<file path="src/rtl/temp_avg_display.sv">
// temp_avg_display: snapshots NR_SENSORS readings, averages the enabled ones
// with a serial restoring divider, rounds half-up, and produces a thermometer
// display code plus a debounced out-of-range alert.
module temp_avg_display #(
  parameter  int NR_SENSORS = 8,
  parameter  int TEMP_W     = 8,
  parameter  int LOW_LIMIT  = 19,
  parameter  int HIGH_LIMIT = 26,
  parameter  int ALERT_CNT  = 2,
  localparam int CODE_W     = HIGH_LIMIT - LOW_LIMIT + 1,
  localparam int CNT_W      = $clog2(NR_SENSORS + 1),
  localparam int SUM_W      = TEMP_W + $clog2(NR_SENSORS)
) (
  input  logic                         clk_i,
  input  logic                         rst_i,
  input  logic                         start_i,
  input  logic [NR_SENSORS*TEMP_W-1:0] sensors_i,
  input  logic [NR_SENSORS-1:0]        sensor_en_i,
  output logic                         busy_o,
  output logic                         done_o,
  output logic [TEMP_W-1:0]            avg_o,
  output logic [CODE_W-1:0]            coded_out_o,
  output logic                         alert_o,
  output logic                         no_sensor_o
);

  // One step counter serves both the channel walk and the quotient bits.
  localparam int STEP_W = $clog2(NR_SENSORS + SUM_W);
  localparam int ST_W   = $clog2(ALERT_CNT + 1);

  localparam logic [STEP_W-1:0] ACC_LAST   = STEP_W'(NR_SENSORS - 1);
  localparam logic [STEP_W-1:0] DIV_LAST   = STEP_W'(SUM_W - 1);
  localparam logic [STEP_W-1:0] STEP_ONE   = STEP_W'(1);
  localparam logic [CNT_W-1:0]  CNT_ONE    = CNT_W'(1);
  localparam logic [TEMP_W-1:0] TEMP_ONE   = TEMP_W'(1);
  localparam logic [TEMP_W-1:0] LOW_T      = TEMP_W'(LOW_LIMIT);
  localparam logic [TEMP_W-1:0] HIGH_T     = TEMP_W'(HIGH_LIMIT);
  localparam logic [CODE_W-1:0] CODE_ONE   = CODE_W'(1);
  localparam logic [ST_W-1:0]   STREAK_ONE = ST_W'(1);
  localparam logic [ST_W-1:0]   STREAK_MAX = ST_W'(ALERT_CNT);

  typedef enum logic [1:0] {
    S_IDLE,
    S_ACCUM,
    S_DIVIDE,
    S_RESULT
  } state_t;

  state_t              state_q, state_d;
  logic [STEP_W-1:0]   step_q, step_d;

  logic [NR_SENSORS*TEMP_W-1:0] sens_p0;
  logic [NR_SENSORS-1:0]        en_p0;
  logic [TEMP_W-1:0]            rd_p0;

  logic [SUM_W-1:0]    acc_p1;
  logic [CNT_W-1:0]    cnt_p1;

  logic [CNT_W:0]      rem_p2;
  logic [CNT_W+1:0]    rem_sh_p2;
  logic [CNT_W+1:0]    rem_sub_p2;
  logic                rem_ge_p2;

  logic                vld_p2;
  logic [TEMP_W-1:0]   avg_p2;
  logic [CODE_W-1:0]   code_p2;
  logic                oor_p2;
  logic [ST_W-1:0]     streak_q;
  logic [ST_W-1:0]     streak_nxt;

  // Half-up rounding of the quotient: bump when the remainder is at least
  // half the divisor. Only meaningful for a non-zero divisor.
  function automatic logic [TEMP_W-1:0] round_half_up(
    input logic [SUM_W-1:0] q,
    input logic [CNT_W:0]   r,
    input logic [CNT_W-1:0] d
  );
    logic [CNT_W+1:0] r2;
    r2 = {r, 1'b0};
    if (r2 >= {2'b00, d})
      return q[TEMP_W-1:0] + TEMP_ONE;
    return q[TEMP_W-1:0];
  endfunction

  // Streak counter increment that sticks at ALERT_CNT.
  function automatic logic [ST_W-1:0] sat_inc(input logic [ST_W-1:0] s);
    if (s >= STREAK_MAX)
      return STREAK_MAX;
    return s + STREAK_ONE;
  endfunction

  // Thermometer code: below range shows a single lit segment, above range
  // lights everything, in range lights (avg-LOW_LIMIT+1) low segments.
  function automatic logic [CODE_W-1:0] thermo_code(input logic [TEMP_W-1:0] a);
    logic [CODE_W-1:0] c;
    c = '0;
    if (a < LOW_T) begin
      c = CODE_ONE;
    end else begin
      for (int i = 0; i < CODE_W; i++)
        c[i] = (int'(a) >= LOW_LIMIT + i);
    end
    return c;
  endfunction

  always_comb begin
    state_d = state_q;
    step_d  = step_q;
    case (state_q)
      S_IDLE: begin
        if (start_i) begin
          state_d = S_ACCUM;
          step_d  = '0;
        end
      end
      S_ACCUM: begin
        if (step_q == ACC_LAST) begin
          state_d = S_DIVIDE;
          step_d  = '0;
        end else begin
          step_d  = step_q + STEP_ONE;
        end
      end
      S_DIVIDE: begin
        if (step_q == DIV_LAST) begin
          state_d = S_RESULT;
          step_d  = '0;
        end else begin
          step_d  = step_q + STEP_ONE;
        end
      end
      S_RESULT: begin
        state_d = S_IDLE;
        step_d  = '0;
      end
      default: begin
        state_d = S_IDLE;
        step_d  = '0;
      end
    endcase
  end

  always_ff @(posedge clk_i or posedge rst_i) begin
    if (rst_i) begin
      state_q <= S_IDLE;
      step_q  <= '0;
    end else begin
      state_q <= state_d;
      step_q  <= step_d;
    end
  end

  assign busy_o = (state_q != S_IDLE);

  // ---- p0: input snapshot, consumed one channel per cycle from the bottom ----
  assign rd_p0 = en_p0[0] ? sens_p0[TEMP_W-1:0] : '0;

  // ---- p1: accumulation of enabled readings and enabled count ----
  // ---- p2: restoring division; quotient bits shift into acc_p1 ----
  assign rem_sh_p2  = {rem_p2, acc_p1[SUM_W-1]};
  assign rem_ge_p2  = (rem_sh_p2 >= {2'b00, cnt_p1});
  assign rem_sub_p2 = rem_sh_p2 - {2'b00, cnt_p1};

  always_ff @(posedge clk_i) begin
    case (state_q)
      S_IDLE: begin
        if (start_i) begin
          sens_p0 <= sensors_i;
          en_p0   <= sensor_en_i;
          acc_p1  <= '0;
          cnt_p1  <= '0;
          rem_p2  <= '0;
        end
      end
      S_ACCUM: begin
        sens_p0 <= sens_p0 >> TEMP_W;
        en_p0   <= en_p0 >> 1;
        acc_p1  <= acc_p1 + {{(SUM_W-TEMP_W){1'b0}}, rd_p0};
        if (en_p0[0])
          cnt_p1 <= cnt_p1 + CNT_ONE;
      end
      S_DIVIDE: begin
        rem_p2 <= rem_ge_p2 ? rem_sub_p2[CNT_W:0] : rem_sh_p2[CNT_W:0];
        acc_p1 <= {acc_p1[SUM_W-2:0], rem_ge_p2};
      end
      default: begin
      end
    endcase
  end

  // ---- result: rounding, display coding, alert debounce ----
  assign vld_p2     = (state_q == S_RESULT);
  assign avg_p2     = round_half_up(acc_p1, rem_p2, cnt_p1);
  assign code_p2    = thermo_code(avg_p2);
  assign oor_p2     = (avg_p2 < LOW_T) || (avg_p2 > HIGH_T);
  assign streak_nxt = oor_p2 ? sat_inc(streak_q) : '0;

  always_ff @(posedge clk_i or posedge rst_i) begin
    if (rst_i) begin
      done_o      <= 1'b0;
      avg_o       <= '0;
      coded_out_o <= '0;
      alert_o     <= 1'b0;
      no_sensor_o <= 1'b0;
      streak_q    <= '0;
    end else begin
      done_o <= vld_p2;
      if (vld_p2) begin
        if (cnt_p1 == '0) begin
          // No channel contributed: keep the last average and the streak.
          no_sensor_o <= 1'b1;
          alert_o     <= 1'b1;
          coded_out_o <= '0;
        end else begin
          no_sensor_o <= 1'b0;
          avg_o       <= avg_p2;
          coded_out_o <= code_p2;
          streak_q    <= streak_nxt;
          alert_o     <= (streak_nxt >= STREAK_MAX);
        end
      end
    end
  end

endmodule

</file>
<file path="config.mk">
export PLATFORM = sky130hd
export DESIGN_NAME = temp_avg_display
export DESIGN_NICKNAME = d
export VERILOG_FILES = /design/src/rtl/temp_avg_display.sv
export SDC_FILE = /design/constraint.sdc
export NUM_CORES = 1
export LEC_CHECK = 0
export ABC_AREA = 1
export CAP_MARGIN = 10
export CELL_PAD_IN_SITES_DETAIL_PLACEMENT = 0
export CELL_PAD_IN_SITES_GLOBAL_PLACEMENT = 1
export CORE_MARGIN = 3
export CORE_UTILIZATION = 44
export DETAILED_ROUTE_END_ITERATION = 8
export HOLD_SLACK_MARGIN = 0.12
export PLACE_DENSITY = 0.86
export SKIP_LAST_GASP = 1
export SLEW_MARGIN = 10
export SYNTH_ARGS = -nofsm -noshare
export SYNTH_HDL_FRONTEND = slang
export SYNTH_SLANG_ARGS = --single-unit
</file>
<file path="constraint.sdc">
create_clock -name clk_i -period 15.18 [get_ports clk_i]
set_input_delay 3.036 -clock clk_i [delete_from_list [all_inputs] [get_ports clk_i]]
set_output_delay 3.036 -clock clk_i [all_outputs]
set_load 0.01 [all_outputs]
</file>
---- Yosys cells after proc, flatten, opt, wreduce, memory -nomap -nowiden ----
Index checks and enable logic that the tools add are counted.
cells by class
  $add $sub $neg .......................... 6
  magnitude comparators ................... 14
  equal/unequal tests ..................... 9
  mux-type cells .......................... 31
  bitwise logic cells ..................... 1
  reduce and logical (&&, ||, !) cells .... 13
operators with widths
  cell                 count
  $pmux 64 s2          1
  $ge 8x5->1 const B   8
  $mux 64              1
  $mux 8               6
  $pmux 11 s3          1
  $mux 5               4
  $pmux 5 s4           1
  $pmux 8 s2           1
  $ge 6x4->1           2
  $mux 2               6
  $add 11x8->11        1
  $mux 11              1
  $pmux 5 s2           1
  $add 8x1->8 const B  1
  $gt 8x5->1 const B   1
  $lt 8x5->1 const B   1
  $mux 4               2
  $ne 2x2->1 const B   4
  $pmux 2 s4           1
  $pmux 4 s2           1
  $reduce_and 2->1     4
  $reduce_and 3->1     2
  $reduce_bool 2->1    3
  $add 5x1->5 const B  1
  14 further kinds     19
word-level totals
  flip-flop bits (word level) ............. 120
  output and inout port bits .............. 20
  logic and storage cells ................. 87

---- Logic depth before layout (Yosys ltp) ----
  depth after elaboration ................. 8
  mapped depth ............................ 17
  mapped depth without buffers ............ 17

---- Least setup slack after synthesis ----
OpenSTA, ideal clock, no wires.
  kind .................................... input to register
  start point ............................. input port start_i
  end point ............................... register cnt_p1[0] (enable)
  setup time .............................. 312 ps
  data arrival time ....................... 7,142 ps
  required time ........................... 14,868 ps
  path slack .............................. 7,726 ps
  stages .................................. 3
  path through ............................ nor2_1 > a21oi_1 > o21a_1
between the ends
  cells in the longest elaborated chain, start to end .. 2
ends and longest elaborated chain
  element                            RTL line  source
  start, declared                    16        input logic start_i,
  $ne 2x2->1 (no source line)        -
  $reduce_and 3->1 (no source line)  -
  end signal, assigned               180       cnt_p1 <= cnt_p1 + CNT_ONE;
  end, declared                      57        logic [CNT_W-1:0] cnt_p1;
Every way passes these cells.
A chain may end at the register's enable or synchronous reset.

---- Worst setup path after layout ----
  start point ............................. register state_q[0]
  end point ............................... output port busy_o
between the ends
  cells in the longest elaborated chain, start to end .. 1
ends and longest elaborated chain
  element                 RTL line  source
  start, declared         49        state_t state_q, state_d;
  start signal, assigned  148       state_q <= state_d;
  $reduce_bool 2->1       153       assign busy_o = (state_q != S_IDLE);
  end, declared           19        output logic busy_o,
Every way passes these cells.

==> run metrics <==
Antenna Cells 0; synthesized area ~0.0062 mm²; CP Cell Sequence inv_1 > ha_1 > inv_1 > clkdlybuf4s50_1; H-tree levels 4; first-pass GRT wire length 22910 µm; IO buf count 94; crit path kind reg2out; ys async rst share a little under a quarter; status finished, final reports clean; hpwl dp about 9300 µm; RSZ-0062 raised after global routing false; CTS Buf Count 17; Total Neg Setup Slack 0 ns; flop2flop setup slack 12.24 ns; pre-CTS setup slack between 9 and 10 ns; WL per Instance between 10 and 15 µm; DRT Pass-1 Iters 4; RD Place Congestion about 0.86; vias in the first global route roughly 5000; Synth Area per Inst roughly 9 µm²; Rows 42; share of cells above drive strength 1 8.621%; Top FF cell, synth edfxtp_1; CP dominant cell by count inv_1; Critical Path Source Type flop; CTS tree built; Core Footprint between 0.01 and 0.015 mm²; nets roughly 900; post-synthesis sequential area ratio a little under three fifths; Worst path max stage delay between 0.5 and 0.6 ns; Die W approximately 120 µm; Final Cycle Share about a third; die area 0.01560 mm²; antenna violations before repair 0; CTS resizes 0; Synth Net Count 803; worst min path class reg2reg; CP max stage cell clkdlybuf4s50_1; post-CTS setup buffer count 0; Worst-Skew Late Latency 0.41 ns; antenna viol nets, final 0; via count 4855; critical path peak fanout 4; die height roughly 120 µm; Post-synth EDFFs between 90 and 100; f_max a little over 200 MHz; Max-Cap Viols 0; max-slew headroom at the worst pin 29.42%; Root Buffer clkbuf_16; drt initial violations roughly 300; Initial Utilization between 40% and 50%; Worst EP required 12.14 ns; Max IR drop VDD between 100 and 150 µV; Seq cells post-synth 120; fin crit period about 4.9 ns; Clock Skews approximately 0.0083 ns; final hold violations 0; Overflow after GRT 0; crit end category primary output; Area Growth Syn to Fin 28.24%; P_leak between 3 and 4 nW; setup violators final 0; pin count of the biggest net entering global routing 81; gr usage total between 10% and 20%; # hold bufs at CTS 0; number of clock sinks between 100 and 150; Slew Limit Fails 0; Total Wirelength about 13000 µm; Reg clk slew, reported paths approximately 0.060 ns; Netlist cell types 40; cells after synthesis slightly above 700; post-route DRC violation count 0; Ys Warns 0; fin worst setup slack between 10 and 15 ns; Worst Tran Pin Value roughly 1.1 ns; Worst Path Arrival 1.83 ns; IO Pins between 90 and 100; P per Cell Area about 240 mW/mm²; worst-case clock buffer depth 2; vias per cell about 5
## final timing paths
kind	cells past startpoint	from	to
worst max register to register	7	state_q[1]$_DFFE_PP0P_	cnt_p1[1]$_SDFFCE_PN0P_
worst min register to register	2	coded_out_o[7]$_DFFE_PP0P_	coded_out_o[7]$_DFFE_PP0P_
min in group asynchronous	2	rst_i	state_q[1]$_DFFE_PP0P_
worst max-delay path	4	state_q[0]$_DFFE_PP0P_	busy_o
max in group asynchronous	3	rst_i	avg_o[4]$_DFFE_PP0P_
worst min-delay path	2	coded_out_o[7]$_DFFE_PP0P_	coded_out_o[7]$_DFFE_PP0P_
## Yosys cell counts, types with 2 or more instances
cell / instances / area share (%)
inv_1: 53 / 3.2
nand3_1: 27 / 2.2
nor3_1: 5 / 0.40
o21ai_0: 27 / 2.2
buf_1: 4 / 0.24
a31oi_1: 2 / 0.20
o21ai_1: 3 / 0.24
a21oi_1: 34 / 2.7
xor2_1: 6 / 0.84
fa_1: 2 / 0.64
nand2_1: 300 / 18
nand4_1: 4 / 0.40
xnor2_1: 2 / 0.28
edfxtp_1: 92 / 44
nor2_8: 2 / 0.64
clkbuf_1: 18 / 1.1
nand2_2: 12 / 1.2
dfrtp_1: 28 / 11
inv_2: 6 / 0.36
nand2_4: 3 / 0.54
nor2_1: 36 / 2.2
ha_1: 21 / 4.2
## flip-flops by register name, summed over array words and instances (netlist names)
register	cells
acc_p1	11
done_o	1
sens_p0	64
coded_out_o	8
state_q	2
en_p0	8
step_q	5
avg_o	8
cnt_p1	4
rem_p2	5
alert_o	1
streak_q	2
no_sensor_o	1
## cell usage in the layout, fill, tap and decap left out, drive strengths merged
cell	netlist	final
o31ai	1	1
o211ai	1	1
a21o	1	1
clkinvlp	0	4
nand2	315	315
bufinv	0	4
ha	21	21
xor2	6	6
nand3b	1	1
fa	2	2
nor3	6	6
or2	1	1
o21ai	31	31
o2111ai	1	1
edfxtp	92	92
clkbuf	18	17
dfrtp	28	28
a21oi	36	36
clkinv	2	7
o21bai	1	1
clkdlybuf4s50	0	94
nand3	28	28
nor2	39	39
a22oi	1	1
o21a	1	1
inv	59	61
nand4	4	4
xnor2	2	2
a31oi	2	2
buf	5	4
## where the power goes
part	total (W)	leakage, nW	switching, W	internal, W
sequential	0.000690	1.26	0.0000851	0.000605
clock	0.000425	0.296	0.000150	0.000275
combinational	0.000814	2.02	0.000540	0.000274
## per-layer routing
metal,track usage (%),vias up,wire (µm)
met5,0,-,0
met4,6.760,0,241
met3,4.803,21,748
met2,29.04,133,6573
met1,23.25,2223,5893
li1,-,2478,-
## worst max-delay path: cells and delay by family, from the launching register on
| kind | cells | cell delay [ns] |
|---|---|---|
| buffers and inverters | 3 | 0.82 |
| flip-flops | 1 | 0.38 |
| adder cells (fa/ha/maj) | 1 | 0.23 |
## cell type report
type	instances	area [µm²]
flip-flops and latches	120	3463
repair buffers	98	991.0
inverters	61	230.2
multi-input cells	501	2447
clock inverters	15	200.2
clock buffers	17	425.4
well taps	176	220.2
fillers	1168	5580
## logic make-up after synthesis
logic type                 count (synthesis)  synth area share [%]
AOI/OAI and AO/OA                         76                 6.758
xor gates and xnor gates                   8                 1.126
adders and majority gates                 23                 4.867
buffers and inverters                     84                 5.209
DFF                                      120                 55.67
and+or+nand+nor                          394                 26.37
## stage by stage
| stage | area (µm²) | instances | util (%) | total power (W) | hold WS (ns) |
|---|---|---|---|---|---|
| 2_1_floorplan | 6221 | 705 | - | 0.001279 | 0.4501 |
| 3_3_place_gp | 7325 | 955 | 54.02 | 0.001486 | 0.4657 |
| 3_5_place_dp | 7325 | 955 | 54.02 | 0.001514 | 0.4724 |
| 4_1_cts | 7950 | 987 | 58.64 | 0.001945 | 0.4863 |
| 5_1_grt | 7978 | 988 | 58.84 | 0.002087 | 0.5052 |
| 6_report | 7978 | 988 | 58.84 | 0.001929 | 0.4781 |
(Power assumes the default switching activity.)
==> RTL change: new RTL, same flow settings <==
Make the reset (`rst_i`) synchronous in 2 clocked blocks.
--- a/src/rtl/temp_avg_display.sv
+++ b/src/rtl/temp_avg_display.sv
@@ -142,3 +142,3 @@
 
-  always_ff @(posedge clk_i or posedge rst_i) begin
+  always_ff @(posedge clk_i) begin
     if (rst_i) begin
@@ -197,3 +197,3 @@
 
-  always_ff @(posedge clk_i or posedge rst_i) begin
+  always_ff @(posedge clk_i) begin
     if (rst_i) begin
Behaviour: differs if rst_i is asserted again (counterexample within 4 cycles, from zero or initial values and one cycle with rst_i high); with rst_i held inactive, the same outputs for 10 cycles.
==> RTL change against the unedited design <==
- non-clock buffer count is 1 lower
- worst hold slack worse by 0.0076 ns
- routed wire length increased by 3.2%
- worst setup slack improved by 0.018 ns
- sequential cell count is the same
- count of clock-buffer cells in the layout increased by 2
- design area fell by 1.3%
- utilization fell by 0.78 points
- total power decreased by 12%
- sequential power decreased by 7.8%
- synthesized area hardly changed
- largest cell class unchanged
==> RTL change: results (changes against the unedited design) <==
\begin{tabular}{lr}
\hline
Metric & Value \\
\hline
\multicolumn{2}{l}{\textbf{Logic synthesis}} \\
\quad Top post-synthesis cells by count & 305 x nand2\_1, 92 x edfxtp\_1, 68 x inv\_1 (was 300 x nand2\_1, 92 x edfxtp\_1, 53 x inv\_1) \\
\quad Synthesized net count & 838 (was 803) \\
\quad Share of synthesized registers carrying an async set or reset & 0\% (was 23.3\%) \\
\quad Synth unique cells & 37 (was 40) \\
\multicolumn{2}{l}{\textbf{Finish}} \\
\quad Antenna Diode Count & 0 (unchanged) \\
\quad Final \#Nets & 926 (was 897) \\
\quad Number of filler cells placed in the layout & 1195 (was 1168) \\
\quad Layout cell share with drive strength beyond 1 & 6.30\% (was 8.62\%) \\
\multicolumn{2}{l}{\textbf{Placement}} \\
\quad Dpl cell area & 7310 µm² (was 7320 µm²) \\
\quad HPWL reported at the end of detailed placement & 9.75 mm (was 9.29 mm) \\
\quad Final Wtd Congestion & 0.855 (was 0.863) \\
\multicolumn{2}{l}{\textbf{Detailed routing}} \\
\quad Vias per cell & 4.98 (was 4.91) \\
\quad Detailed Route Iter0 Violations & 376 (was 298) \\
\quad Number of detailed-route iterations in the first pass & 5 (was 4) \\
\multicolumn{2}{l}{\textbf{Pwr}} \\
\quad Cell leakage power & 3.48 nW (was 3.57 nW) \\
\multicolumn{2}{l}{\textbf{Global routing}} \\
\quad Wire length of the first global-routing pass & 22.9 mm (unchanged) \\
\quad Global-route usage over all layers & 17.9\% (about the same) \\
\quad Number of global-route vias before repair & 4925 (was 4960) \\
\multicolumn{2}{l}{\textbf{Worst hold path}} \\
\quad Hold wc startpoint & coded\_out\_o[7] (unchanged) \\
\multicolumn{2}{l}{\textbf{STA}} \\
\quad Actual transition at the worst max-transition pin & 0.957 ns (was 1.06 ns) \\
\quad Final worst clock skew & 0.00795 ns (was 0.00829 ns) \\
\multicolumn{2}{l}{\textbf{Critical path}} \\
\quad Signal arrival time at the worst endpoint & 1.81 ns (was 1.83 ns) \\
\quad Worst reg2reg path startpoint & state\_q[1] (unchanged) \\
\quad Origin of the worst setup path & state\_q[0] (unchanged) \\
\multicolumn{2}{l}{\textbf{Outcome}} \\
\quad Result of the run & complete, no violations (unchanged) \\
\hline
\end{tabular}
==> RTL change: cell count changes in the layout (fill, tap and decap cells not counted), moves of 5 or more <==
cell     before  now
inv_1        52   67
nand3_1      27   32
dfrtp_1      28    0
a21oi_1      33   44
dfxtp_1       0   28
nand2_1     300  305
nand2_2      12    7
inv_2         7    2
==> RTL change: path summary, 6_finish.rpt <==
check                                      end  slack [ns]
worst min-delay path            coded_out_o[7]        0.47
worst max register to register       cnt_p1[3]       12.33
worst min register to register  coded_out_o[7]        0.47
worst max-delay path                    busy_o       10.33
==> RTL change: logic make-up after synthesis <==
group | count (synthesis) | share of synthesized area [%]
buffers and inverters | 98 | 6.07
and+or+nand+nor | 401 | 26.5
AOI/OAI and AO/OA | 91 | 8.18
xor gates and xnor gates | 7 | 0.985
adders and majority gates | 23 | 4.86
DFF | 120 | 53.4
==> RTL change: final cells by class <==
type	instances	area [µm²]	area share (%)
inverters	70	263	3.34
flip-flops and latches	120	3320	42.2
clock inverters	13	130	1.65
clock buffers	19	433	5.50
multi-input cells	522	2540	32.3
well taps	176	220	2.80
repair buffers	97	963	12.2
==> RTL change: worst max-delay path: stages (launching register included) <==
cell             delay, ns
dfxtp_1               0.36
inv_1                 0.10
ha_1                  0.21
inv_1                 0.16
clkdlybuf4s50_1       0.57
==> RTL change: report_power, final <==
part | leakage, nW | switching [mW] | internal [mW]
combinational | 2.07 | 0.449 | 0.222
sequential | 1.15 | 0.0757 | 0.561
clock | 0.266 | 0.142 | 0.240
==> RTL change: layer usage <==
layer | global-route usage (%) | part of all wire, % | vias to the layer above
li1 | - | - | 2588
met3 | 5.93 | 6.0 | 11
met1 | 23.4 | 45 | 2333
met4 | 4.15 | 0.99 | 0
met2 | 29.3 | 48 | 136
met5 | 0 | 0 | -
==> RTL change: stage by stage <==
stage	setup slack, ns	total power, mW	hold WS, ns	utilization [%]	instances
2_1_floorplan	7.74	1.13	0.458	-	740
3_3_place_gp	10.05	1.29	0.455	53.9	985
3_5_place_dp	9.98	1.31	0.460	53.9	985
4_1_cts	10.29	1.70	0.469	58.1	1017
5_1_grt	10.23	1.82	0.492	58.1	1017
6_report	10.33	1.69	0.471	58.1	1017
